--- src/rtl/rdout_seq_ctrl.sv ---
// Readout sequencer: turns timer/strobe requests into snap, clear and a paced increment train
// for the counter word-mux, then handshakes every word into the serializer and checks done timing.
module rdout_seq_ctrl #(
    parameter int NWORDS = 54,
    parameter int PERIOD = 50000,
    parameter int INC_W  = 2,
    parameter int SETTLE = 4,
    parameter int TX_TMO = 1023
) (
    input  logic       clk50,
    input  logic       rst,
    input  logic       enable,
    input  logic       frame_req,
    input  logic       rdout_done,
    input  logic       tx_busy,
    output logic       snap,
    output logic       clr_rdout,
    output logic       increment,
    output logic       tx_start,
    output logic       busy,
    output logic       frame_done,
    output logic       seq_err,
    output logic [7:0] miss_cnt
);

    localparam int TMR_W   = (PERIOD > 1) ? $clog2(PERIOD) : 1;
    localparam int CNT_MX0 = (INC_W > SETTLE) ? INC_W : SETTLE;
    localparam int CNT_MAX = (CNT_MX0 > TX_TMO) ? CNT_MX0 : TX_TMO;
    localparam int CNT_W   = $clog2(CNT_MAX + 1);

    localparam logic [TMR_W-1:0] TMR_LAST    = TMR_W'(PERIOD - 1);
    localparam logic [CNT_W-1:0] INC_LAST    = CNT_W'(INC_W - 1);
    localparam logic [CNT_W-1:0] SETTLE_LAST = CNT_W'(SETTLE - 1);
    localparam logic [CNT_W-1:0] TMO_LAST    = CNT_W'(TX_TMO - 1);
    localparam logic [6:0]       NW7         = 7'(NWORDS);

    typedef enum logic [3:0] {
        S_IDLE,
        S_SNAP,
        S_CLR,
        S_INC_HI,
        S_SETTLE,
        S_TX_REQ,
        S_TX_RISE,
        S_TX_FALL,
        S_FINISH
    } state_t;

    state_t           state;
    logic [TMR_W-1:0] timer;
    logic [CNT_W-1:0] cnt;
    logic [6:0]       word_cnt;
    logic             pending;
    logic             done_seen;
    logic             tick;
    logic             req;
    logic             consume;

    assign tick    = enable && (timer == TMR_LAST);
    assign req     = enable && (tick || frame_req);
    assign consume = (state == S_IDLE) && pending;

    // Free-running request timer, parked at zero while disabled
    always_ff @(posedge clk50) begin
        if (rst || !enable) begin
            timer <= '0;
        end else if (tick) begin
            timer <= '0;
        end else begin
            timer <= timer + 1'b1;
        end
    end

    // One-deep request queue; a request landing on the consume cycle merges into that frame
    always_ff @(posedge clk50) begin
        if (rst) begin
            pending  <= 1'b0;
            miss_cnt <= 8'd0;
        end else if (consume) begin
            pending <= 1'b0;
        end else if (req) begin
            if (pending) begin
                if (miss_cnt != 8'hFF) begin
                    miss_cnt <= miss_cnt + 8'd1;
                end
            end else begin
                pending <= 1'b1;
            end
        end
    end

    always_ff @(posedge clk50) begin
        if (rst) begin
            state      <= S_IDLE;
            cnt        <= '0;
            word_cnt   <= 7'd0;
            done_seen  <= 1'b0;
            snap       <= 1'b0;
            clr_rdout  <= 1'b0;
            increment  <= 1'b0;
            tx_start   <= 1'b0;
            busy       <= 1'b0;
            frame_done <= 1'b0;
            seq_err    <= 1'b0;
        end else begin
            snap       <= 1'b0;
            clr_rdout  <= 1'b0;
            tx_start   <= 1'b0;
            frame_done <= 1'b0;
            case (state)
                S_IDLE: begin
                    if (pending) begin
                        state   <= S_SNAP;
                        snap    <= 1'b1;
                        busy    <= 1'b1;
                        seq_err <= 1'b0;
                    end
                end
                S_SNAP: begin
                    word_cnt  <= 7'd0;
                    done_seen <= 1'b0;
                    clr_rdout <= 1'b1;
                    state     <= S_CLR;
                end
                S_CLR: begin
                    increment <= 1'b1;
                    word_cnt  <= word_cnt + 7'd1;
                    cnt       <= '0;
                    state     <= S_INC_HI;
                end
                S_INC_HI: begin
                    if (cnt == INC_LAST) begin
                        increment <= 1'b0;
                        cnt       <= '0;
                        state     <= S_SETTLE;
                    end else begin
                        cnt <= cnt + 1'b1;
                    end
                end
                S_SETTLE: begin
                    // The mux word and its done flag are only trusted on the last settle cycle
                    if (cnt == SETTLE_LAST) begin
                        done_seen <= rdout_done;
                        if (rdout_done && (word_cnt < NW7)) begin
                            seq_err <= 1'b1;
                        end
                        cnt   <= '0;
                        state <= S_TX_REQ;
                    end else begin
                        cnt <= cnt + 1'b1;
                    end
                end
                S_TX_REQ: begin
                    if (!tx_busy) begin
                        tx_start <= 1'b1;
                        cnt      <= '0;
                        state    <= S_TX_RISE;
                    end else if (cnt == TMO_LAST) begin
                        seq_err    <= 1'b1;
                        frame_done <= 1'b1;
                        state      <= S_FINISH;
                    end else begin
                        cnt <= cnt + 1'b1;
                    end
                end
                S_TX_RISE: begin
                    if (tx_busy) begin
                        cnt   <= '0;
                        state <= S_TX_FALL;
                    end else if (cnt == TMO_LAST) begin
                        seq_err    <= 1'b1;
                        frame_done <= 1'b1;
                        state      <= S_FINISH;
                    end else begin
                        cnt <= cnt + 1'b1;
                    end
                end
                S_TX_FALL: begin
                    if (!tx_busy) begin
                        cnt <= '0;
                        if (done_seen) begin
                            frame_done <= 1'b1;
                            state      <= S_FINISH;
                        end else if (word_cnt == NW7) begin
                            seq_err    <= 1'b1;
                            frame_done <= 1'b1;
                            state      <= S_FINISH;
                        end else begin
                            increment <= 1'b1;
                            word_cnt  <= word_cnt + 7'd1;
                            state     <= S_INC_HI;
                        end
                    end else if (cnt == TMO_LAST) begin
                        seq_err    <= 1'b1;
                        frame_done <= 1'b1;
                        state      <= S_FINISH;
                    end else begin
                        cnt <= cnt + 1'b1;
                    end
                end
                S_FINISH: begin
                    increment <= 1'b0;
                    busy      <= 1'b0;
                    state     <= S_IDLE;
                end
                default: begin
                    state <= S_IDLE;
                end
            endcase
        end
    end

endmodule

--- config.mk ---
export PLATFORM = sky130hd
export DESIGN_NAME = rdout_seq_ctrl
export DESIGN_NICKNAME = d
export VERILOG_FILES = /design/src/rtl/rdout_seq_ctrl.sv
export SDC_FILE = /design/constraint.sdc
export NUM_CORES = 1
export LEC_CHECK = 0
export CAP_MARGIN = 0
export CORE_UTILIZATION = 42
export DETAILED_ROUTE_END_ITERATION = 16
export RECOVER_POWER = 100
export SYNTH_ARGS = -nofsm -noshare
export SYNTH_HDL_FRONTEND = slang
export SYNTH_SLANG_ARGS = --single-unit
--- constraint.sdc ---
create_clock -name clk50 -period 5.77 [get_ports clk50]
set_clock_uncertainty 0.05 [all_clocks]
set_input_delay 0.577 -clock clk50 [delete_from_list [all_inputs] [get_ports clk50]]
set_output_delay 0.577 -clock clk50 [all_outputs]
set_load 0.005 [all_outputs]
## Yosys cells after proc, flatten, opt, wreduce, memory -nomap -nowiden

Index checks and enable logic that the tools add are counted.
Widths: inputs -> output; s select.

- Add/sub/neg operators: 4
- Order comparisons: 1
- Equality and inequality tests: 25
- Multiplexer cells: 49
- Bitwise operators: 3
- Reduce and logical (&&, ||, !) cells: 26

Operators with widths:

| kind | count |
|---|---|
| $mux 10 | 5 |
| $pmux 10 s5 | 1 |
| $mux 4 | 9 |
| $pmux 4 s8 | 1 |
| $mux 1 | 24 |
| $mux 7 | 3 |
| $pmux 7 s3 | 1 |
| $ne 2x2->1 const B | 9 |
| $add 16x1->16 const B | 1 |
| $eq 16x16->1 const B | 1 |
| $eq 4x3->1 const B | 4 |
| $add 10x1->10 const B | 1 |
| $eq 10x1->1 const B | 1 |
| $eq 10x10->1 const B | 1 |
| $eq 10x2->1 const B | 1 |
| $reduce_bool 5->1 | 2 |
| $reduce_or 2->1 | 5 |
| $add 8x1->8 const B | 1 |
| $eq 4x2->1 const B | 2 |
| $ne 8x8->1 const B | 1 |
| $reduce_and 4->1 | 2 |
| $reduce_and 8->1 | 1 |
| $add 7x1->7 const B | 1 |
| $eq 7x6->1 const B | 1 |
| 19 further kinds | 29 |

- Register bits after elaboration: 54
- Input port bits: 6
- Word-level logic and storage cells: 122

## Logic depth before layout (Yosys ltp)

- Depth in word-level cells: 5
- Mapped depth: 8
- Mapped depth without buffers: 7

## Least setup slack after synthesis

Ideal clock, no wire load.

- Kind: register to register
- Start: register word_cnt[0]
- End: register word_cnt[4]
- Library setup time: 0.059 ns
- Arrival: 2.107 ns
- Data required time: 5.661 ns
- Slack: 3.554 ns
- Cell stages (with the launch flop): 9
- Period minus slack after synthesis: 2.216 ns
- Cell sequence: dfxtp_1 inv_1 ha_1 nor4bb_1 a2111oi_1 o21ai_1 clkbuf_1 or4_1 nand2_1

- Longest elaborated chain between the ends: 5
- Elaborated cells on any way between the ends: 8

Ends and longest elaborated chain:

| what | line | RTL |
|---|---|---|
| start: declaration | 52 | `logic [6:0] word_cnt;` |
| start signal: assignment | 127 | `word_cnt <= word_cnt + 7'd1;` |
| start signal: assignment | 190 | `word_cnt <= word_cnt + 7'd1;` |
| $add 7x1->7 | 127, 190 |  |
| $mux 7 | 184 | `end else if (word_cnt == NW7) begin` |
| $mux 7 | 181 | `if (done_seen) begin` |
| $mux 7 | 179 | `if (!tx_busy) begin` |
| $pmux 7 s3 | 110 | `case (state)` |

Several ways; a longest one is shown, not always the timed one. The select of a mux whose other input is x is not followed.
A chain may end at the register's enable or synchronous reset.

==> results.sh <==
export IMPL_synthesis_instances=356
export IMPL_fin_tns_setup_ns=0
export IMPL_die_area_um2=7303
export IMPL_final_nets=381
export IMPL_hold_viol_final=0
export IMPL_clock_sinks=54
export IMPL_post_cts_buffers=0
export IMPL_p_comb_share_pct=19.5
export IMPL_critical_path_cell_count=7
export IMPL_area_growth_pct=11.51
export IMPL_viasPerCell=5.757
export IMPL_path_buf_inv=2
export IMPL_synth_edff_count=0
export IMPL_fp_row_count=30
export IMPL_rsz0062_at_grt="no"
export IMPL_crit_start="rst"
export IMPL_r2r_start="state[1]"
export IMPL_drt_wl_total_um=6276
export IMPL_dp_hpwl_um=4338
export IMPL_setup_violations_final=0
export IMPL_fin_util_pct=48.28
export IMPL_drc=0
export IMPL_seqPwrFrac_pct=50.8
export IMPL_crit_chain="dlygate4sd3_1, clkbuf_1, nor2_1, o21a_1, a211oi_1, a21oi_1, a211o_1"
export IMPL_start_kind="input pin"
export IMPL_die_y_um=85.46
export IMPL_cts_resized_gates=0
export IMPL_p_leak_uw=0.001139
export IMPL_synth_fp_nets=369
export IMPL_synth_area_per_cell_um2=8.217
export IMPL_grt_pass1_vias=2222
export IMPL_cts_buffers=5
export IMPL_start_util_pct=43.30
export IMPL_p_sw_share_pct=32.02
export IMPL_p_clk_share_pct=29.8
export IMPL_fmax_ghz=0.3032
export IMPL_ys_async_sr_fraction_pct=0
export IMPL_ant_nets=0
export IMPL_worst_pin_slew_ns=1.199
export IMPL_critPathKind="input pin to flop"
export IMPL_hold_class="flop to flop"
export IMPL_worstPathArrival_ns=3.46
export IMPL_pre_cts_slack_ns=2.589
export IMPL_critPathMaxStageDelay_ns=0.93
export IMPL_period_needed_ns=3.298
export IMPL_r2r_end="word_cnt[6]"
export IMPL_antenna_found_initial=0
export IMPL_yosysWarnings=0
export IMPL_ys_seq_area_share_pct=36.95
export IMPL_fin_crit_sh_pct=57.16
export IMPL_worst_r2r_cell_count=5
export IMPL_cp_endpoint="cnt[9]"
export IMPL_power_density_nw_per_um2=263.6
export IMPL_synth_cell_type_count=59
export IMPL_gp_congestion=0.7864
export IMPL_insertion_delay_ns=0.31
export IMPL_grt_max_degree=29
export IMPL_cts_buffer_depth=2
export IMPL_cts_tree="yes"
export IMPL_ys_flop_type="dfxtp_1"
export IMPL_drive_gt1_share_pct=4.891
export IMPL_antenna_cells=0
export IMPL_post_drt_wl_per_cell_um=14.01
export IMPL_cts_hold_buf=0
export IMPL_fp_dieW_um=85.46
export IMPL_p_sw_uw=275.3
export IMPL_maxSlewHeadroom_pct=20.09
export IMPL_cpLargestDelayFamily="buffers and inverters"
export IMPL_cts_root_buf="clkbuf_8"
export IMPL_vias=2579
export IMPL_drt_first_pass_iters=5
export IMPL_path_clk_slew_ns=0.10
export IMPL_status="completed"
export IMPL_synthesis_area_um2=2925
export IMPL_first_iter_violations=187
export IMPL_coreArea_um2=6756
export IMPL_synth_seq_cells=54
export IMPL_track_usage_pct=18.20
export IMPL_pin_count=21
export IMPL_cp_max_fo=28
export IMPL_cpMaxStageDelayCell="clkbuf_1"
export IMPL_fin_ws_ns=2.472
export IMPL_peakVddDrop_uv=131.2
export IMPL_io_buffer_count=20
export IMPL_endpoint_kind="flop"
export IMPL_overflow=0
export IMPL_r2r_setup_slack_ns=2.72
export IMPL_required_ns=5.93
export IMPL_grt_pass1_wl_um=10790
export IMPL_power_internal_uw=584.4
export IMPL_htreeDepth=2
export IMPL_slew_violations=0
export IMPL_cap_violations=0
## synth_stat cells (all sizes together), types with 6 or more instances
cell type	number	area share (%)
a21oi	17	2.9
clkbuf	12	1.5
dfxtp	54	37
ha	7	3.0
inv	15	1.9
nand2	21	2.7
nand3	17	2.9
nand4	8	1.7
nor2	43	5.5
nor3	9	1.5
nor4	7	2.0
o21ai	20	3.4
o31ai	9	2.3
or3	7	1.5
or4	10	2.6
xnor2	6	1.8
xor2	9	2.7
## sequential cells by signal (all words and copies together) (netlist names), 4 cells and up
name	cells
cnt	10
miss_cnt	8
state	4
timer	16
word_cnt	7
## worst min-delay path by stage
stage	endpoint	cells past startpoint	slack, ns	startpoint
2_1_floorplan	timer[0]	1	0.37	timer[0]
3_3_place_gp	timer[0]	1	0.38	timer[0]
3_5_place_dp	timer[0]	1	0.39	timer[0]
4_1_cts	timer[0]	1	0.41	timer[0]
5_1_grt	timer[0]	1	0.43	timer[0]
6_report	timer[0]	1	0.40	timer[0]
## metrics by stage
stage               hold slack (ns)  area, um2  power (uW)  std cells
detailed placement           0.3857       3164       613.8        441
global placement             0.3785       3164       614.4        441
finish                       0.4040       3262       859.7        448
CTS                          0.4063       3272       871.2        448
floorplan                    0.3676       2925       567.1        356
global route                 0.4299       3262       911.5        448
## per-layer routing
metal	vias up	part of all wire, %	track usage (%)
met2	34	45	27.78
met5	-	0	0
met4	0	1.3	6.061
met1	1200	50	25.60
met3	8	3.7	3.696
li1	1337	-	-
## cells in the final DEF, fill, tap and decap left out, types with 3 or more instances in the layout
| cell type | instances |
|---|---|
| and3_1 | 3 |
| a21oi_1 | 17 |
| nor4_1 | 6 |
| or3_1 | 7 |
| dlygate4sd3_1 | 17 |
| clkdlybuf4s50_1 | 3 |
| or4_1 | 10 |
| dfxtp_1 | 54 |
| xnor2_1 | 6 |
| a211o_1 | 3 |
| o31ai_1 | 9 |
| nand4_1 | 8 |
| nand2_1 | 21 |
| nand3_1 | 17 |
| xor2_1 | 9 |
| nor2_1 | 43 |
| nand2b_1 | 5 |
| clkbuf_8 | 5 |
| and2_1 | 3 |
| nor2b_1 | 5 |
| a22oi_1 | 3 |
| nand3b_1 | 3 |
| o21a_1 | 5 |
| o21ai_0 | 20 |
| a21o_1 | 3 |
| or3b_2 | 3 |
| ha_1 | 7 |
| inv_1 | 15 |
| a31oi_1 | 5 |
| mux2i_1 | 4 |
| nor3_1 | 9 |
| a211oi_1 | 5 |
| o211ai_1 | 5 |
## power groups by stage
stage | Sequential [uW] | Clock [uW] | Combinational (uW)
6_report | 436 | 256 | 167
5_1_grt | 442 | 279 | 190
4_1_cts | 436 | 265 | 170
3_5_place_dp | 445 | 0 | 169
3_3_place_gp | 444 | 0 | 170
2_1_floorplan | 414 | 0 | 153
## cells by family after synthesis
group / count (synthesis) / share of synthesized area (%)
xor gates and xnor gates: 15 / 4.491
DFF: 54 / 36.95
adders and majority gates: 7 / 2.994
AOI/OAI and AO/OA: 88 / 20.32
muxes: 4 / 1.369
and+or+nand+nor: 157 / 29.60
buffers and inverters: 31 / 4.277
## worst reg2reg max path: stages, from the launching register on
cell and delay (ns):
dfxtp_1 0.84, nand3b_1 0.25, a2111oi_0 0.57, o21ai_0 0.53, or4_1 0.61, a21oi_1 0.15
## final cells by class
type	instances	area (um2)
Clock buffer	5	68.82
Tap cell	80	100.1
Multi-Input combinational cell	271	1713
Sequential cell	54	1081
Inverter	15	56.30
Fill cell	665	3495
Clock inverter	2	38.79
Timing Repair Buffer	21	203.9
Power figures use the tool's default switching activity.
==> RTL change 1, RTL diff (config.mk and constraints unchanged) <==
The parameter `PERIOD` goes from 50000 to 200000.
--- a/src/rtl/rdout_seq_ctrl.sv
+++ b/src/rtl/rdout_seq_ctrl.sv
@@ -3,5 +3,5 @@
 module rdout_seq_ctrl #(
     parameter int NWORDS = 54,
-    parameter int PERIOD = 50000,
+    parameter int PERIOD = 200000,
     parameter int INC_W  = 2,
     parameter int SETTLE = 4,
Check against the original RTL: no difference found for any inputs over 10 cycles, from zero or initial values and one cycle with rst high; that may be too few to reach the edited logic, so the function may still have changed.
==> RTL change 1 against the original RTL <==
- total power grew 2.0%
- design area grew 2.8%
- maximum frequency shrank 4.3%
- global-route usage grew 0.60 points
- setup slack lost 0.15 ns
- synthesized area grew 3.2%
- wire length grew 6.0%
- sequential cell count grew 2
- critical endpoint is now timer[6]$_SDFF_PP0_
- largest cell class unchanged
- largest power group unchanged
==> RTL change 1: results (changes against the original RTL) <==
| Group | Metric | Reported | Change |
|---|---|---|---|
| outcome | Result of the run | finished, final reports clean |  |
| final layout | Fill cell instance count of the final layout | 684 | +2.9% |
| final layout | Non-clock buffers | 22 | +4.8% |
| final layout | Finished Layout Cells | 471 | +5.1% |
| final layout | Multi-input gate share of the layout cell area | 0.528 | +0.00249 |
| synth | Synthesized area divided by synthesized cell count | 8.36 sq um | +1.8% |
| final layout | Area share of buffers outside the clock network | 0.0619 | -0.000584 |
| routing | First DRT Iteration DRCs | 109 | -42% |
| global route | GR Util met3 | 0.0419 | +0.00494 |
| synth | Share of the synthesized netlist area taken by xor and xnor gates | 0.0580 | +0.0131 |
| routing | Detailed-routing wirelength on met1 | 3.32 mm | +6.4% |
| setup path | Crit path to | timer[6]$_SDFF_PP0_ |  |
| sta | Minimum clock period | 3.45 ns | +0.147 ns |
| setup path | Startpoint of the worst-slack reg-to-reg timing path | timer[0]$_SDFF_PP0_ |  |
| global route | Total routing resource utilization after global routing | 0.188 | +0.00603 |
| final layout | Sequential cell area | 0.00112 sq mm | +3.7% |
| synth | Number of distinct library cells after synthesis | 61 | +3.4% |
| synth | Portion of synthesized cell area occupied by the leading cell type | 0.371 | +0.00178 |
| routing | Sum of met3 wire segment lengths after detailed routing | 341 um | +48% |
| place | Instance area at placement | 0.00328 sq mm | +3.5% |
| synth | Synthesized flop and latch total | 56 | +3.7% |
| hold path | Hold Path End | increment$_SDFFE_PP0P_ |  |
| setup path | Critical register-to-register path endpoint | miss_cnt[5]$_SDFFE_PP0P_ |  |
| global route | Global-route wire length before repair | 11.2 mm | +3.4% |
| routing | Wirelength per Cell | 14.1 um | +0.83% |
| synth | Synthesized-area fraction occupied by ao, oa, aoi and oai cells | 0.192 | -0.0113 |
| final layout | Final #Nets | 387 | +1.6% |
| final layout | Number of non-clock inverters | 12 | -3 |
| global route | Met1 Use GR | 0.268 | +0.0123 |
| synth | Dominant cells by area after synthesis | sky130_fd_sc_hd__dfxtp_1 (37%), sky130_fd_sc_hd__nor2_1 (4.8%), sky130_fd_sc_hd__xor2_1 (3.5%), sky130_fd_sc_hd__nand2_1 (3.4%), sky130_fd_sc_hd__nand3_1 (3.1%) |  |
| routing | Number of iterations in the first detailed-routing pass | 4 | -1 |
| routing | Post-DR vias/cell | 5.65 | -1.9% |
| hold path | Hold Path Origin | increment$_SDFFE_PP0P_ |  |
| synth | Cell types with the highest counts after synthesis | sky130_fd_sc_hd__dfxtp_1 (56), sky130_fd_sc_hd__nor2_1 (39), sky130_fd_sc_hd__nand2_1 (27) |  |
| global route | Vias in the first global route | 2308 | +3.9% |
| synth | Multiplexer share of the synthesized area | 0.0141 | +0.000403 |
[RTL change 1: cell count changes after synthesis, moves of 4 or more]
cell,before,now
sky130_fd_sc_hd__nor2_1,43,39
sky130_fd_sc_hd__o21ai_0,19,11
sky130_fd_sc_hd__or4_1,10,5
sky130_fd_sc_hd__a21oi_1,17,13
sky130_fd_sc_hd__nand2_1,21,27
[RTL change 1: per-stage QoR]
step,power [mW],util
after global routing,0.935,0.488
final,0.877,0.488
after global placement,0.663,0.477
after floorplan,0.600,-
after CTS,0.887,0.490
after detailed placement,0.662,0.477
[RTL change 1: cell families after synthesis]
logic type,count (synthesis)
and+or+nand+nor,165
AOI/OAI and AO/OA,81
DFF,56
buffers and inverters,28
xor gates and xnor gates,20
adders and majority gates,7
muxes,4
[RTL change 1: where the power goes]
part           internal, mW  switching, mW
logic                0.0771          0.130
registers             0.407         0.0374
clock network        0.0867          0.138
total                 0.571          0.306
==> RTL change 2, RTL diff (config.mk and constraints unchanged) <==
Made on the original files. Put one more register stage on the output `clr_rdout`, with the module's reset. The value now appears one clock later. The other outputs are not delayed to match.
--- a/src/rtl/rdout_seq_ctrl.sv
+++ b/src/rtl/rdout_seq_ctrl.sv
@@ -47,4 +47,6 @@
     } state_t;
 
+    logic clr_rdout_s0;
+
     state_t           state;
     logic [TMR_W-1:0] timer;
@@ -97,5 +99,5 @@
             done_seen  <= 1'b0;
             snap       <= 1'b0;
-            clr_rdout  <= 1'b0;
+            clr_rdout_s0 <= 1'b0;
             increment  <= 1'b0;
             tx_start   <= 1'b0;
@@ -105,5 +107,5 @@
         end else begin
             snap       <= 1'b0;
-            clr_rdout  <= 1'b0;
+            clr_rdout_s0 <= 1'b0;
             tx_start   <= 1'b0;
             frame_done <= 1'b0;
@@ -120,5 +122,5 @@
                     word_cnt  <= 7'd0;
                     done_seen <= 1'b0;
-                    clr_rdout <= 1'b1;
+                    clr_rdout_s0 <= 1'b1;
                     state     <= S_CLR;
                 end
@@ -211,4 +213,12 @@
     end
 
+    always_ff @(posedge clk50) begin
+        if (rst) begin
+            clr_rdout <= '0;
+        end else begin
+            clr_rdout <= clr_rdout_s0;
+        end
+    end
+
 endmodule
 
Behaviour: not the same (Yosys sat finds a counterexample within 4 cycles, from zero or initial values and one cycle with rst high).
==> RTL change 2 against the original RTL <==
- the run now ends with capacitance limit, slew limit left
- sequential power is 2% higher
- synthesized area is 3.6% higher
- worst hold slack worse by 0.0092 ns
- total power is 8.3% higher
- first-iteration DRC count down 8.0%
- sequential cell count increased by 1
- critical endpoint is now timer[9]$_SDFF_PP0_
- wire length grew 3.7%
- design area rose by 3.7%
- setup slack improved by 0.29 ns
- sequential share of layout area decreased by 0.60 points
- critical path type unchanged
- largest power group unchanged
- core utilization up 0.98 points
==> RTL change 2: results (changes against the original RTL) <==
| Group | Metric | Reported | Change |
|---|---|---|---|
| outcome | Failing checks | capacitance limit, slew limit |  |
| global route | Initial antenna violation count | 0 | unchanged |
| synth | Synthesized flop and latch total | 55 | +1.9% |
| routing | Number of iterations in the first detailed-routing pass | 4 | -1 |
| setup path | Crit Path Max Fanout | 46 | +64% |
| final layout | Share of layout cells above drive strength 1 | 0.0775 | +0.0286 |
| global route | Largest net degree at the start of global routing | 47 | +62% |
| clock tree | H-tree Lvls | 2 | unchanged |
| global route | Total routing resource utilization after global routing | 0.182 | +0.000509 |
| clock tree | Number of buffers on the longest clock path | 2 | unchanged |
| routing | Wirelength, routed | 6.51 mm | +3.7% |
| power | Leakage power summed over all cells | 1.12 nW | -1.3% |
| final layout | Fill cell instance count of the final layout | 699 | +5.1% |
| sta | Worst slew margin relative to its limit | -0.242 | -0.443 |
| synth | Warnings, synthesis | 0 | unchanged |
| routing | First DRT Iteration DRCs | 172 | -8.0% |
| global route | Global-route wire length before repair | 10.9 mm | +1.2% |
| synth | Number of distinct library cells after synthesis | 72 | +22% |
| final layout | Final #Nets | 386 | +1.3% |
| clock tree | Clock Latency Late Sink | 0.31 ns | about the same |
| clock tree | Number of gates resized after CTS | 0 | unchanged |
| synth | Fraction of the yosys area taken by sequential cells | 0.363 | -0.00621 |
| synth | Dominant cells by area after synthesis | sky130_fd_sc_hd__dfxtp_1 (36%), sky130_fd_sc_hd__nor2_1 (4.8%), sky130_fd_sc_hd__a21oi_1 (4.0%), sky130_fd_sc_hd__ha_1 (2.9%), sky130_fd_sc_hd__o21ai_0 (2.6%) |  |
| place | Weighted congestion at the end of routability-driven global placement | 0.835 | +6.2% |
| routing | Via total after detailed routing | 2565 | -0.54% |
| setup path | Arrival time of data at the critical path endpoint | 3.14 ns | -0.32 ns |
| synth | Fraction of registers with async set or reset after synthesis | 0 | unchanged |
| final layout | Number of diodes | 0 | unchanged |
| clock tree | Number of CTS-inserted buffers | 5 | unchanged |
| power | VDD IR max | 109 uV | -17% |
| synth | Cell types with the highest counts after synthesis | sky130_fd_sc_hd__dfxtp_1 (55), sky130_fd_sc_hd__nor2_1 (39), sky130_fd_sc_hd__a21oi_1 (24) |  |
| place | Post-DP HPWL | 4.56 mm | +5.1% |
| global route | Vias in the first global route | 2287 | +2.9% |
| flow run | Max cap viols | 1 | +1 |
| outcome | Result of the run | finished with violations |  |
| place | Instance area at placement | 0.00328 sq mm | +3.7% |
| synth | Synth Net Count | 375 | +1.6% |
| sta | Number of max-slew violations in the final report | 47 | +47 |
==> RTL change 2: changes by cell type after synthesis, moves of 5 or more <==
cell                       unedited run  this run
sky130_fd_sc_hd__o31ai_1              9         3
sky130_fd_sc_hd__inv_1               15        10
sky130_fd_sc_hd__nand2b_1             5        10
sky130_fd_sc_hd__or4_1               10         0
sky130_fd_sc_hd__a21oi_1             17        24
==> RTL change 2: power breakdown <==
part           leakage [nW]  internal (mW)  switching, mW
Combinational         0.625         0.0914          0.130
Sequential            0.444          0.401         0.0446
Clock                0.0558          0.131          0.132
==> RTL change 2: cell type report <==
class	count	area share
flip-flops and latches	55	0.325
well taps	96	0.0355
inverters	10	0.0111
multi-input cells	280	0.535
repair buffers	21	0.0603
clock buffers	6	0.0214
clock inverters	2	0.0115
==> RTL change 2: cell families (layout without fill, tap and decap cells) <==
logic type               Yosys count  in the layout  share of synthesized area
AND/OR/NAND/NOR                  169            169                      0.326
adder cells (fa/ha/maj)            7              7                     0.0289
multiplexers                       2              2                    0.00702
AO/OA/AOI/OAI                     86             86                      0.191
buffers and inverters             27             39                     0.0380
flip-flops                        55             55                      0.363
XOR/XNOR                          16             16                     0.0462
==> RTL change 2: worst paths after layout <==
path,cells after the start,endpoint,slack (ns),startpoint
worst min-delay path,1,timer[0]$_SDFF_PP0_,0.39,timer[0]$_SDFF_PP0_
worst max register to register,5,cnt[2]$_SDFFE_PP0P_,3.35,state[2]$_SDFFE_PP0P_
worst max-delay path,4,timer[9]$_SDFF_PP0_,2.76,rst
worst min register to register,1,timer[0]$_SDFF_PP0_,0.39,timer[0]$_SDFF_PP0_
==> RTL change 2: per-stage QoR <==
stage	util	setup WS, ns	hold WS (ns)	std cells
finish	0.493	2.76	0.395	470
global route	0.493	2.48	0.419	470
CTS	0.494	3.32	0.398	470
detailed placement	0.478	3.00	0.378	462
global placement	0.478	3.08	0.371	462
floorplan	-	3.89	0.363	362
==> RTL change 2: per-layer routing <==
metal	routed length, um	global-route usage	share of wire
met3	191	0.0351	0.029
met2	2900	0.281	0.45
met5	0	0	0
met4	94	0.0545	0.014
met1	3320	0.257	0.51
==> RTL change 2: critical path, cell delays in order <==
cell	delay (ns)
sky130_fd_sc_hd__dlygate4sd3_1	0.52
sky130_fd_sc_hd__clkbuf_1	1.33
sky130_fd_sc_hd__nand3b_1	0.60
sky130_fd_sc_hd__nor2_1	0.10
